===== config.mk =====
export PLATFORM = sky130hd
export DESIGN_NAME = inverse_ej4
export DESIGN_NICKNAME = d
export VERILOG_FILES = /design/src/rtl/inverse_ej4.sv
export SDC_FILE = /design/constraint.sdc
export NUM_CORES = 1
export LEC_CHECK = 0
export BUFFER_PORTS_ARGS = -buffer_cell sky130_fd_sc_hd__clkbuf_2
export CORE_ASPECT_RATIO = 0.6
export CORE_MARGIN = 4
export CORE_UTILIZATION = 46
export CTS_BUF_LIST = sky130_fd_sc_hd__clkbuf_16
export DETAILED_ROUTE_END_ITERATION = 16
export PLACE_DENSITY = 0.61
export SLEW_MARGIN = 5
export SYNTH_ARGS = -nofsm -noshare
export SYNTH_HDL_FRONTEND = slang
export SYNTH_SLANG_ARGS = --single-unit

===== constraint.sdc =====
create_clock -name clk -period 5.7 [get_ports clk]
set_input_delay 0.285 -clock clk [delete_from_list [all_inputs] [get_ports clk]]
set_output_delay 0.285 -clock clk [all_outputs]
set_load 0.005 [all_outputs]

===== src/rtl/inverse_ej4.sv =====
// Inverse (equalising) filter for the improved_ej4 IIR: recovers X from the filtered
// stream Y one valid sample at a time, with output clamping and a sticky sat flag.
module inverse_ej4 #(
   parameter int NBinput  = 8,
   parameter int NBoutput = 8,
   parameter int b1       = -1,
   parameter int b2       = 1,
   parameter int b3       = 1,
   parameter int A1_SH    = 2,
   parameter int A2_SH    = 4
) (
   input  logic                       clk,
   input  logic                       rst_n,
   input  logic                       clr,
   input  logic                       in_valid,
   input  logic signed [NBinput-1:0]  Y,
   output logic                       out_valid,
   output logic signed [NBoutput-1:0] X,
   output logic                       sat
);

   localparam int ACC = ((NBinput > NBoutput) ? NBinput : NBoutput) + 4;
   localparam logic signed [ACC-1:0] XMAX = ACC'((2 ** (NBoutput - 1)) - 1);
   localparam logic signed [ACC-1:0] XMIN = ACC'(-(2 ** (NBoutput - 1)));

   logic signed [NBinput-1:0]  yh_q [2];
   logic signed [NBinput-1:0]  yh_d [2];
   logic signed [NBoutput-1:0] xh_q [3];
   logic signed [NBoutput-1:0] xh_d [3];
   logic                       out_valid_q, out_valid_d;
   logic                       sat_q, sat_d;

   logic signed [ACC-1:0] y0e, y1e, y2e, x1e, x2e, x3e, sum;
   logic                  hi, lo;
   logic signed [NBoutput-1:0] xn;

   always_comb begin
      y0e = {{(ACC-NBinput){Y[NBinput-1]}}, Y};
      y1e = {{(ACC-NBinput){yh_q[0][NBinput-1]}}, yh_q[0]};
      y2e = {{(ACC-NBinput){yh_q[1][NBinput-1]}}, yh_q[1]};
      x1e = {{(ACC-NBoutput){xh_q[0][NBoutput-1]}}, xh_q[0]};
      x2e = {{(ACC-NBoutput){xh_q[1][NBoutput-1]}}, xh_q[1]};
      x3e = {{(ACC-NBoutput){xh_q[2][NBoutput-1]}}, xh_q[2]};

      // b taps are +/-1: subtracting b*x is an add or a subtract of x
      sum = y0e - (y1e >>> A1_SH) - (y2e >>> A2_SH);
      sum = (b1 == 1) ? (sum - x1e) : (sum + x1e);
      sum = (b2 == 1) ? (sum - x2e) : (sum + x2e);
      sum = (b3 == 1) ? (sum - x3e) : (sum + x3e);

      hi = (sum > XMAX);
      lo = (sum < XMIN);
      if (hi)      xn = XMAX[NBoutput-1:0];
      else if (lo) xn = XMIN[NBoutput-1:0];
      else         xn = sum[NBoutput-1:0];
   end

   always_comb begin
      yh_d        = yh_q;
      xh_d        = xh_q;
      sat_d       = sat_q;
      out_valid_d = 1'b0;
      if (clr) begin
         yh_d  = '{default: '0};
         xh_d  = '{default: '0};
         sat_d = 1'b0;
      end else if (in_valid) begin
         yh_d[1]     = yh_q[0];
         yh_d[0]     = Y;
         xh_d[2]     = xh_q[1];
         xh_d[1]     = xh_q[0];
         xh_d[0]     = xn;
         sat_d       = sat_q | hi | lo;
         out_valid_d = 1'b1;
      end
   end

   always_ff @(posedge clk or negedge rst_n) begin
      if (!rst_n) begin
         yh_q        <= '{default: '0};
         xh_q        <= '{default: '0};
         sat_q       <= 1'b0;
         out_valid_q <= 1'b0;
      end else begin
         yh_q        <= yh_d;
         xh_q        <= xh_d;
         sat_q       <= sat_d;
         out_valid_q <= out_valid_d;
      end
   end

   // newest X history entry doubles as the output register
   assign X         = xh_q[0];
   assign out_valid = out_valid_q;
   assign sat       = sat_q;

endmodule

==> metrics.log, run 1 <==
INFO  metric status = completed
INFO  metric hold_path.class = in2async
INFO  metric totalWireLength = 5980 um
INFO  metric drt-pass1-iter-count = 4
INFO  metric gr-total-overflow = 0
INFO  metric gp_congestion = 0.780
INFO  metric number_of_pins_exceeding_their_max_slew_limit_in_the_final_report = 0
INFO  metric initial_core_util = 0.483
INFO  metric cts_setup_buffers = 0
INFO  metric cts_tree = built
INFO  metric share_of_cells_above_drive_strength_1 = 0.132
INFO  metric fin_setup_tns = 0 ns
INFO  metric chipHeight = 70.7 um
INFO  metric htree_num_levels = 2
INFO  metric post-route-min-period = 4.56 ns
INFO  metric synth_warnings = 0
INFO  metric final_core_util = 0.535
INFO  metric via_count = 2033
INFO  metric grt.met3_usage = 0.0462
INFO  metric yosys.cell_types.count = 43
INFO  metric die-width = 113 um
INFO  metric drt_first_iter_violations = 84
INFO  metric gr-usage-met2 = 0.217
INFO  metric cts_root_buf = clkbuf_16
INFO  metric cts_hold_repair.buffers = 0
INFO  metric final.hold.worst_slack = 0.136 ns
INFO  metric wire_per_inst = 14.9 um
INFO  metric drc_errors = 0
INFO  metric finalNetCount = 375
INFO  metric setup_slack = 1.14 ns
INFO  metric grt_pass1_vias = 2058
INFO  metric gr-usage-met1 = 0.270
INFO  metric synthesis.instances = 296
INFO  metric final-hold-violation-count = 0
INFO  metric worstSetupStartpointType = flop
INFO  metric number_of_buffers_created_by_cts = 5
INFO  metric gr-max-usage-layer = met1
INFO  metric register_area = 901 um2
INFO  metric multi_input_area = 0.00180 mm2
INFO  metric detail_route.vias_per_cell = 5.06
INFO  metric setup_viol = 0
INFO  metric critical_path_end_type = flop
INFO  metric worst_ep_required_time = 5.87 ns
INFO  metric max_cap_viol_count = 0
INFO  metric cts_repair_resize_count = 0
INFO  metric critical_path.max_fanout = 7
INFO  metric final.fill_count = 571
INFO  metric placeableCoreArea = 0.00625 mm2
INFO  metric grt_antenna_before_repair = 0
INFO  metric synthesis.area = 0.00302 mm2
INFO  metric yosysMostFrequentCell = inv_1
INFO  metric area.growth.synth_to_final = 10.7%
INFO  metric async_sr_flop_fraction = 1.00
INFO  metric cts_num_sinks = 36
INFO  metric critical_path_arrival = 4.72 ns
INFO  metric path_clk_slew = 0.06 ns
INFO  metric final.period_utilization = 0.799
INFO  metric clk_latency = 0.29 ns
INFO  metric gr-usage-all-layers = 0.170
INFO  metric detailedPlace.worstSlack = 1.14 ns
INFO  metric cts.path.max_buffers = 2
INFO  metric fp.dieArea = 0.00796 mm2
INFO  metric synth.top_cells.by_count = inv_1 (74), dfrtp_1 (36), nor2_1 (35)
INFO  metric buffer_ports.inserted = 21
INFO  metric boundaryPins = 22
INFO  metric synth_fp_nets = 354
INFO  metric finClkSkew = 0.00483 ns
INFO  metric synth_top_cells_by_area = dfrtp_1 (30%), fa_1 (23%), inv_1 (9.2%)
INFO  metric postSynthRegisterBits = 36
INFO  metric core.rowCount = 22
INFO  metric worstSetupPathType = reg2reg
INFO  metric synth_flop_cell = dfrtp_1
INFO  metric synth-edff-count = 0
INFO  metric synth_area_per_cell = 10.2 um2
INFO  metric drtAntennaViolNets = 0
INFO  metric rsz_0062_raised_after_global_routing = false
INFO  metric synthDominantCellAreaShare = 0.299
INFO  metric grt_first_pass_wirelength = 10500 um
INFO  metric tightest_slew = 0.945 ns
INFO  metric grt_max_degree = 37
INFO  metric dpl.hpwl = 4770 um
INFO  metric yosysSeqAreaShare = 0.299
INFO  metric number_of_antenna_diodes = 0
INFO  metric fmax = 219 MHz
INFO  metric synth.largest_area_cell = dfrtp_1
INFO  metric slew_headroom = 0.370
-- state kept, by name, summed over array words and instances, names as in the netlist --
name       cells
X              8
out_valid      1
sat            1
x2e            8
x3e            8
y1e            6
y2e            4
-- per-stage QoR --
stage / std cells / cell area, um2
CTS: 402 / 3340
global route: 402 / 3340
finish: 402 / 3340
floorplan: 296 / 3020
global placement: 394 / 3200
detailed placement: 394 / 3200
-- per-layer routing --
| layer | wire length (um) | vias to the layer above |
|---|---|---|
| li1 | - | 994 |
| met1 | 3380 | 995 |
| met2 | 2160 | 36 |
| met3 | 349 | 8 |
| met4 | 84 | 0 |
| met5 | 0 | - |
-- layout by cell type (no fill, tap or decap), types with 2 or more instances in the layout --
| cell | Yosys | final |
|---|---|---|
| inv_1 | 74 | 74 |
| dfrtp_1 | 36 | 36 |
| nor2_1 | 35 | 35 |
| fa_1 | 34 | 34 |
| mux2i_1 | 27 | 27 |
| clkbuf_2 | 0 | 21 |
| ha_1 | 12 | 12 |
| a21oi_1 | 6 | 6 |
| a221o_1 | 5 | 5 |
| clkbuf_16 | 0 | 5 |
| a21o_1 | 4 | 4 |
| and3_1 | 4 | 4 |
| nor3_1 | 4 | 4 |
| nand2_1 | 4 | 4 |
| a211oi_1 | 3 | 3 |
| o21ai_0 | 3 | 3 |
| nor2b_1 | 3 | 3 |
| o211ai_1 | 3 | 3 |
| a311o_1 | 3 | 3 |
| nand2b_1 | 2 | 2 |
| o31ai_1 | 2 | 2 |
| nand3_1 | 2 | 2 |
| xor2_1 | 2 | 2 |
| xnor2_1 | 2 | 2 |
| clkinv_2 | 0 | 2 |
-- path summary, 6_finish.rpt --
kind / start / end / slack [ns] / depth (start not counted)
hold / removal: rst_n / y1e[4] / 0.14 / 1
max in group asynchronous: rst_n / x2e[1] / 4.98 / 1
min in group clk: Y[6] / y1e[6] / 0.27 / 3
setup / recovery: y2e[7] / X[0] / 1.14 / 13
hold reg to reg: x3e[3] / x3e[3] / 0.53 / 2
setup reg to reg: y2e[7] / X[0] / 1.14 / 13
-- critical path, stage by stage (launching register included) --
cell and delay [ns]:
dfrtp_1 0.40, inv_1 0.21, fa_1 0.48, fa_1 0.54
inv_1 0.05, fa_1 0.52, inv_1 0.04, ha_1 0.36
a21o_1 0.22, a221oi_2 0.40, nor4bb_2 0.12, nor4b_4 0.41
a41oi_2 0.28, a311o_1 0.39
-- cell families after synthesis --
group           Yosys count  synth area share
simple gates             59            0.0970
xor+xnor                  5            0.0170
fa+ha+maj                46             0.275
mux                      27            0.0896
compound gates           40             0.117
flops                    36             0.299
buf+inv                  83             0.106
-- area by class of cell --
type,count,area share
inverters,75,0.0842
flip-flops and latches,36,0.270
clock buffers,5,0.0374
clock inverters,3,0.00562
multi-input cells,177,0.538
well taps,84,0.0314
repair buffers,22,0.0337
Power of run 1 is not shown: default switching activity piles up to over one toggle a cycle in this logic, so the estimate is an artifact.
==> run 2: changes to the inputs <==
--- a/config.mk
+++ b/config.mk
@@ -11,7 +11,7 @@
 export CORE_UTILIZATION = 46
 export CTS_BUF_LIST = sky130_fd_sc_hd__clkbuf_16
 export DETAILED_ROUTE_END_ITERATION = 16
-export PLACE_DENSITY = 0.61
+export PLACE_DENSITY = 0.63
 export SLEW_MARGIN = 5
 export SYNTH_ARGS = -nofsm -noshare
 export SYNTH_HDL_FRONTEND = slang
==> constraint.sdc (replaced) <==
create_clock -name clk -period 3.91 [get_ports clk]
set_input_delay 0.1955 -clock clk [delete_from_list [all_inputs] [get_ports clk]]
set_output_delay 0.1955 -clock clk [all_outputs]
set_load 0.005 [all_outputs]
==> metrics.log, run 2 (synthesis gave the netlist of run 1 again) <==
INFO  metric setup_viol = 8 (+8)
INFO  metric cts_tree = built
INFO  metric final-hold-violation-count = 0 (unchanged)
INFO  metric slew_headroom = 0.376 (+0.00600)
INFO  metric gp_congestion = 0.853 (+9.4%)
INFO  metric placeableCoreArea = 0.00625 mm2 (unchanged)
INFO  metric boundaryPins = 22 (unchanged)
INFO  metric clk_latency = 0.28 ns (about the same)
INFO  metric chipHeight = 70.7 um (unchanged)
INFO  metric rsz_0062_raised_after_global_routing = true
INFO  metric post-route-min-period = 4.23 ns (-0.324 ns)
INFO  metric buffer_ports.inserted = 21 (unchanged)
INFO  metric drc_errors = 0 (unchanged)
INFO  metric grt_antenna_before_repair = 0 (unchanged)
INFO  metric worstSetupStartpointType = flop
INFO  metric gr-usage-all-layers = 0.197 (+0.0269)
INFO  metric path_clk_slew = 0.06 ns (about the same)
INFO  metric core.rowCount = 22 (unchanged)
INFO  metric worst_ep_required_time = 4.06 ns (-1.81 ns)
INFO  metric number_of_antenna_diodes = 0 (unchanged)
INFO  metric share_of_cells_above_drive_strength_1 = 0.345 (+0.212)
INFO  metric grt_pass1_vias = 2494 (+21%)
INFO  metric gr-total-overflow = 0 (unchanged)
INFO  metric critical_path_end_type = flop
INFO  metric grt_max_degree = 37 (unchanged)
INFO  metric via_count = 2296 (+13%)
INFO  metric finalNetCount = 443 (+18%)
INFO  metric area.growth.synth_to_final = 35.7%
INFO  metric layout_commonest_cell = inv_1
INFO  metric totalWireLength = 7310 um (+22%)
INFO  metric worstSetupPathType = reg2reg
INFO  metric cts_hold_repair.buffers = 0 (unchanged)
INFO  metric initial_core_util = 0.483 (unchanged)
INFO  metric dpl.hpwl = 5660 um (+19%)
INFO  metric final.hold.worst_slack = 0.0509 ns (-0.0853 ns)
INFO  metric number_of_buffers_created_by_cts = 5 (unchanged)
INFO  metric htree_num_levels = 2 (unchanged)
INFO  metric drt-pass1-iter-count = 5 (+1)
INFO  metric final.period_utilization = 1.08 (+0.283)
INFO  metric finClkSkew = 0.00731 ns (+0.00249 ns)
INFO  metric cts.path.max_buffers = 2 (unchanged)
INFO  metric wire_per_inst = 15.5 um (+4.6%)
INFO  metric detail_route.vias_per_cell = 4.89 (-3.4%)
INFO  metric critical_path_arrival = 4.38 ns (-0.34 ns)
INFO  metric final.fill_count = 514 (-10%)
INFO  metric critical_path.max_fanout = 7 (unchanged)
INFO  metric hold_path.class = in2async
INFO  metric most-common-layout-cells = inv_1 (66), buf_4 (63), dfrtp_1 (36)
INFO  metric grt_first_pass_wirelength = 12500 um (+19%)
INFO  metric setup_slack = -0.323 ns (-1.47 ns)
INFO  metric tightest_slew = 0.936 ns (-0.00900 ns)
INFO  metric drtAntennaViolNets = 0 (unchanged)
INFO  metric status = finished with violations
INFO  metric cts_root_buf = clkbuf_16
INFO  metric max_cap_viol_count = 0 (unchanged)
INFO  metric failing_checks = negative setup slack
INFO  metric number_of_pins_exceeding_their_max_slew_limit_in_the_final_report = 0 (unchanged)
INFO  metric drt_first_iter_violations = 96 (+14%)
INFO  metric fmax = 236 MHz (+7.7%)
INFO  metric fp.dieArea = 0.00796 mm2 (unchanged)
INFO  metric cts_num_sinks = 36 (unchanged)
INFO  metric die-width = 113 um (unchanged)
[run 2: cell count changes in the layout (fill, tap and decap cells not counted), moves of 2 or more]
cell	before	now
buf_4	1	63
ha_1	12	3
ha_4	0	9
inv_1	74	66
inv_2	1	8
buf_6	0	4
buf_12	0	2
[run 2: layout make-up]
class / instances / area, um2 / share of cell area
multi-input cells: 177 / 1990 / 0.487
well taps: 84 / 105 / 0.0257
inverters: 75 / 284 / 0.0694
flip-flops and latches: 36 / 901 / 0.220
repair buffers: 90 / 663 / 0.162
clock buffers: 5 / 125 / 0.0306
clock inverters: 3 / 21.3 / 0.00520
[run 2: worst max-delay path, stage by stage (launching register included)]
cell and delay [ns]:
dfrtp_1 0.36, inv_2 0.05, fa_1 0.51, fa_1 0.56, inv_2 0.04, fa_1 0.49, inv_2 0.05, fa_2 0.37
a211oi_1 0.27, nor2_1 0.11, o41ai_2 0.20, buf_4 0.16, xor2_2 0.29, o41ai_4 0.14, buf_6 0.15, a221o_1 0.34
[run 2: through the flow]
| step | instance area (um2) | setup slack [ns] | cells | utilization | TNS (ns) |
|---|---|---|---|---|---|
| floorplan | 3130 | -0.0540 | 296 | - | -0.364 |
| finish | 4090 | -0.323 | 470 | 0.655 | -2.22 |
| global placement | 3780 | -0.307 | 453 | 0.605 | -2.00 |
| global route | 4090 | -0.508 | 470 | 0.655 | -3.83 |
| detailed placement | 3780 | -0.402 | 453 | 0.605 | -2.80 |
| CTS | 4010 | -0.313 | 468 | 0.641 | -2.15 |
[run 2: repair_timing]
item                       CTS  global route
pin swaps                    8            11
gates resized for setup      4            15
setup endpoints to repair    8             9
buffers inserted             7             2
[run 2: per-layer routing]
layer | vias to the layer above | share of wire | GRT usage
met5 | - | 0 | 0
met4 | 0 | 0.0014 | 0.0213
met3 | 2 | 0.034 | 0.0333
met2 | 31 | 0.42 | 0.289
met1 | 1128 | 0.54 | 0.314
li1 | 1135 | - | -
[run 2: worst paths after layout]
path	startpoint	to	slack, ns	cells past startpoint
setup / recovery	y1e[3]	X[4]	-0.32	15
hold / removal	rst_n	y1e[4]	0.05	1
setup reg to reg	y1e[3]	X[4]	-0.32	15
hold reg to reg	x3e[2]	x3e[2]	0.53	2
max in group asynchronous	rst_n	X[7]	3.28	1
min in group clk	Y[6]	y1e[6]	0.18	3
Power of run 2 is left out for the same reason.
==> run 3: changes to the inputs <==
--- a/config.mk
+++ b/config.mk
@@ -8,10 +8,10 @@
 export BUFFER_PORTS_ARGS = -buffer_cell sky130_fd_sc_hd__clkbuf_2
 export CORE_ASPECT_RATIO = 0.6
 export CORE_MARGIN = 4
-export CORE_UTILIZATION = 46
+export CORE_UTILIZATION = 55
 export CTS_BUF_LIST = sky130_fd_sc_hd__clkbuf_16
 export DETAILED_ROUTE_END_ITERATION = 16
-export PLACE_DENSITY = 0.63
+export PLACE_DENSITY = 0.74
 export SLEW_MARGIN = 5
 export SYNTH_ARGS = -nofsm -noshare
 export SYNTH_HDL_FRONTEND = slang
==> constraint.sdc (replaced) <==
create_clock -name clk -period 3.91 [get_ports clk]
set_input_delay 0.5865 -clock clk [delete_from_list [all_inputs] [get_ports clk]]
set_output_delay 0.5865 -clock clk [all_outputs]
set_load 0.005 [all_outputs]
==> metrics.log, run 3 (synthesis gave the netlist of run 1 again) <==
INFO  metric area.growth.synth_to_final = 36.7%
INFO  metric number_of_pins_exceeding_their_max_slew_limit_in_the_final_report = 0 (unchanged)
INFO  metric final-hold-violation-count = 0 (unchanged)
INFO  metric drt_first_iter_violations = 205 (+110%)
INFO  metric cts_num_sinks = 36 (unchanged)
INFO  metric buffer_ports.inserted = 21 (unchanged)
INFO  metric worst_ep_required_time = 4.13 ns (+0.07 ns)
INFO  metric share_of_cells_above_drive_strength_1 = 0.376 (+0.0317)
INFO  metric critical_path_cell_count = 16 (+1)
INFO  metric finClkSkew = 0.00651 ns (-0.000804 ns)
INFO  metric final.period_utilization = 1.09 (+0.00917)
INFO  metric ff2ff_path_depth = 16 (+1)
INFO  metric finalNetCount = 445 (+0.45%)
INFO  metric gr-usage-all-layers = 0.266 (+0.0697)
INFO  metric crit_path_frequent_cell = buf_4
INFO  metric path_clk_slew = 0.06 ns (about the same)
INFO  metric clk_latency = 0.29 ns (about the same)
INFO  metric number_of_buffers_created_by_cts = 5 (unchanged)
INFO  metric placeableCoreArea = 0.00518 mm2 (-17%)
INFO  metric place.detailed.instances = 430 (-5.1%)
INFO  metric detail_route.vias_per_cell = 5.41 (+11%)
INFO  metric hold_path.class = in2async
INFO  metric gr-total-overflow = 0 (unchanged)
INFO  metric critical_path_arrival = 4.49 ns (+0.11 ns)
INFO  metric cts_root_buf = clkbuf_16
INFO  metric critical_path.max_fanout = 6 (-1)
INFO  metric drt-pass1-iter-count = 4 (-1)
INFO  metric timing.critical_path.from = y2e[7]
INFO  metric critical_path.reg2reg.startpoint = y2e[7]
INFO  metric initial_core_util = 0.583 (+0.0996)
INFO  metric gp_congestion = 0.970 (+14%)
INFO  metric grt_antenna_before_repair = 0 (unchanged)
INFO  metric die-width = 104 um (-7.9%)
INFO  metric critical_path_end_type = flop
INFO  metric drc_errors = 0 (unchanged)
INFO  metric rsz_0062_raised_after_global_routing = true
INFO  metric tightest_slew = 0.947 ns (+0.0112 ns)
INFO  metric cts.path.max_buffers = 2 (unchanged)
INFO  metric slowest_stage = fa_2
INFO  metric critical_path.top_delay_family = adder cells
INFO  metric boundaryPins = 22 (unchanged)
INFO  metric layout_commonest_cell = buf_4
INFO  metric setup_viol = 8 (unchanged)
INFO  metric chipHeight = 65.4 um (-7.6%)
INFO  metric status = finished with violations
INFO  metric place_area = 0.00365 mm2 (-3.4%)
INFO  metric number_of_antenna_diodes = 0 (unchanged)
INFO  metric reg2reg_setup_slack = -0.36 ns (-0.04 ns)
INFO  metric failing_checks = negative setup slack
INFO  metric worstSetupPathType = reg2reg
INFO  metric max_cap_viol_count = 0 (unchanged)
INFO  metric timing.critical_path.cells = inv_2 -> buf_4 -> fa_1 -> inv_2 -> fa_2 -> inv_1 -> fa_1 -> ha_4 -> a21o_1 -> o31ai_1 -> nor2b_2 -> nor4b_4 -> buf_4 -> o41ai_4 -> buf_4 -> a221o_1
INFO  metric most-common-layout-cells = buf_4 (67), inv_1 (59), dfrtp_1 (36)
INFO  metric htree_num_levels = 2 (unchanged)
INFO  metric drtAntennaViolNets = 0 (unchanged)
INFO  metric cts_tree = built
INFO  metric core.rowCount = 20 (-9.1%)
INFO  metric critPathMaxStageDelay = 0.56 ns (about the same)
INFO  metric totalWireLength = 8390 um (+15%)
INFO  metric grt_first_pass_wirelength = 13800 um (+11%)
INFO  metric final.fill_count = 329 (-36%)
INFO  metric dpl.hpwl = 5720 um (+1.1%)
INFO  metric crit_path_end = X[3]
INFO  metric fmax = 234 MHz (-0.84%)
INFO  metric wire_per_inst = 18.5 um (+19%)
INFO  metric setup_slack = -0.358 ns (-0.0358 ns)
INFO  metric slew_headroom = 0.369 (-0.00744)
INFO  metric final_cell_area = 0.00412 mm2 (+0.73%)
INFO  metric number_of_buffers_and_inverters_on_the_critical_path = 6 (+1)
INFO  metric detailedPlace.worstSlack = -0.622 ns (-0.220 ns)
INFO  metric post-route-min-period = 4.27 ns (+0.0358 ns)
INFO  metric finish.cell_count_without_fillers = 454 (-3.4%)
INFO  metric crit-reg2reg-capture = X[3]
INFO  metric via_count = 2456 (+7.0%)
INFO  metric grt_max_degree = 37 (unchanged)
INFO  metric fp.dieArea = 0.00678 mm2 (-15%)
INFO  metric grt_pass1_vias = 2647 (+6.1%)
INFO  metric worstSetupStartpointType = flop
run 3: metrics by stage:
step	util	hold WS, ns	TNS (ns)
floorplan	-	0.291	-1.56
global placement	0.705	0.504	-3.79
detailed placement	0.705	0.512	-5.00
CTS	0.776	0.466	-1.82
global route	0.796	0.511	-4.00
finish	0.796	0.440	-2.67
run 3: final cells by class:
type | count | area, um2 | share of cell area
Multi-Input combinational cell | 177 | 2030 | 0.492
Sequential cell | 36 | 901 | 0.218
Timing Repair Buffer | 92 | 653 | 0.158
Inverter | 75 | 289 | 0.0701
Clock buffer | 5 | 125 | 0.0303
Tap cell | 66 | 82.6 | 0.0200
Clock inverter | 3 | 42.5 | 0.0103
run 3: worst min path at each step:
stage	startpoint	endpoint	slack (ns)	cells past startpoint
floorplan	rst_n	X[0]	0.29	0
CTS	rst_n	y2e[5]	0.47	1
global route	rst_n	y1e[5]	0.51	1
detailed placement	x3e[2]	x3e[2]	0.51	2
finish	rst_n	x2e[2]	0.44	1
global placement	x3e[5]	x3e[5]	0.50	2
run 3: metal layers:
layer  wire [um]  part of all wire  up-vias  GRT usage
met3         397             0.047       16     0.0461
met5           0                 0        -          0
met2        3980              0.47       75      0.454
met4         122             0.015        0     0.0713
met1        3890              0.46     1235      0.359
li1            -                 -     1130          -
run 3: repair_timing:
action,4_1_cts,5_1_grt
setup buffers,14,4
pin swaps,30,23
gates resized for setup,14,24
endpoints found under the setup margin,9,9
hold buffers,0,0
Power of run 3 is left out for the same reason.
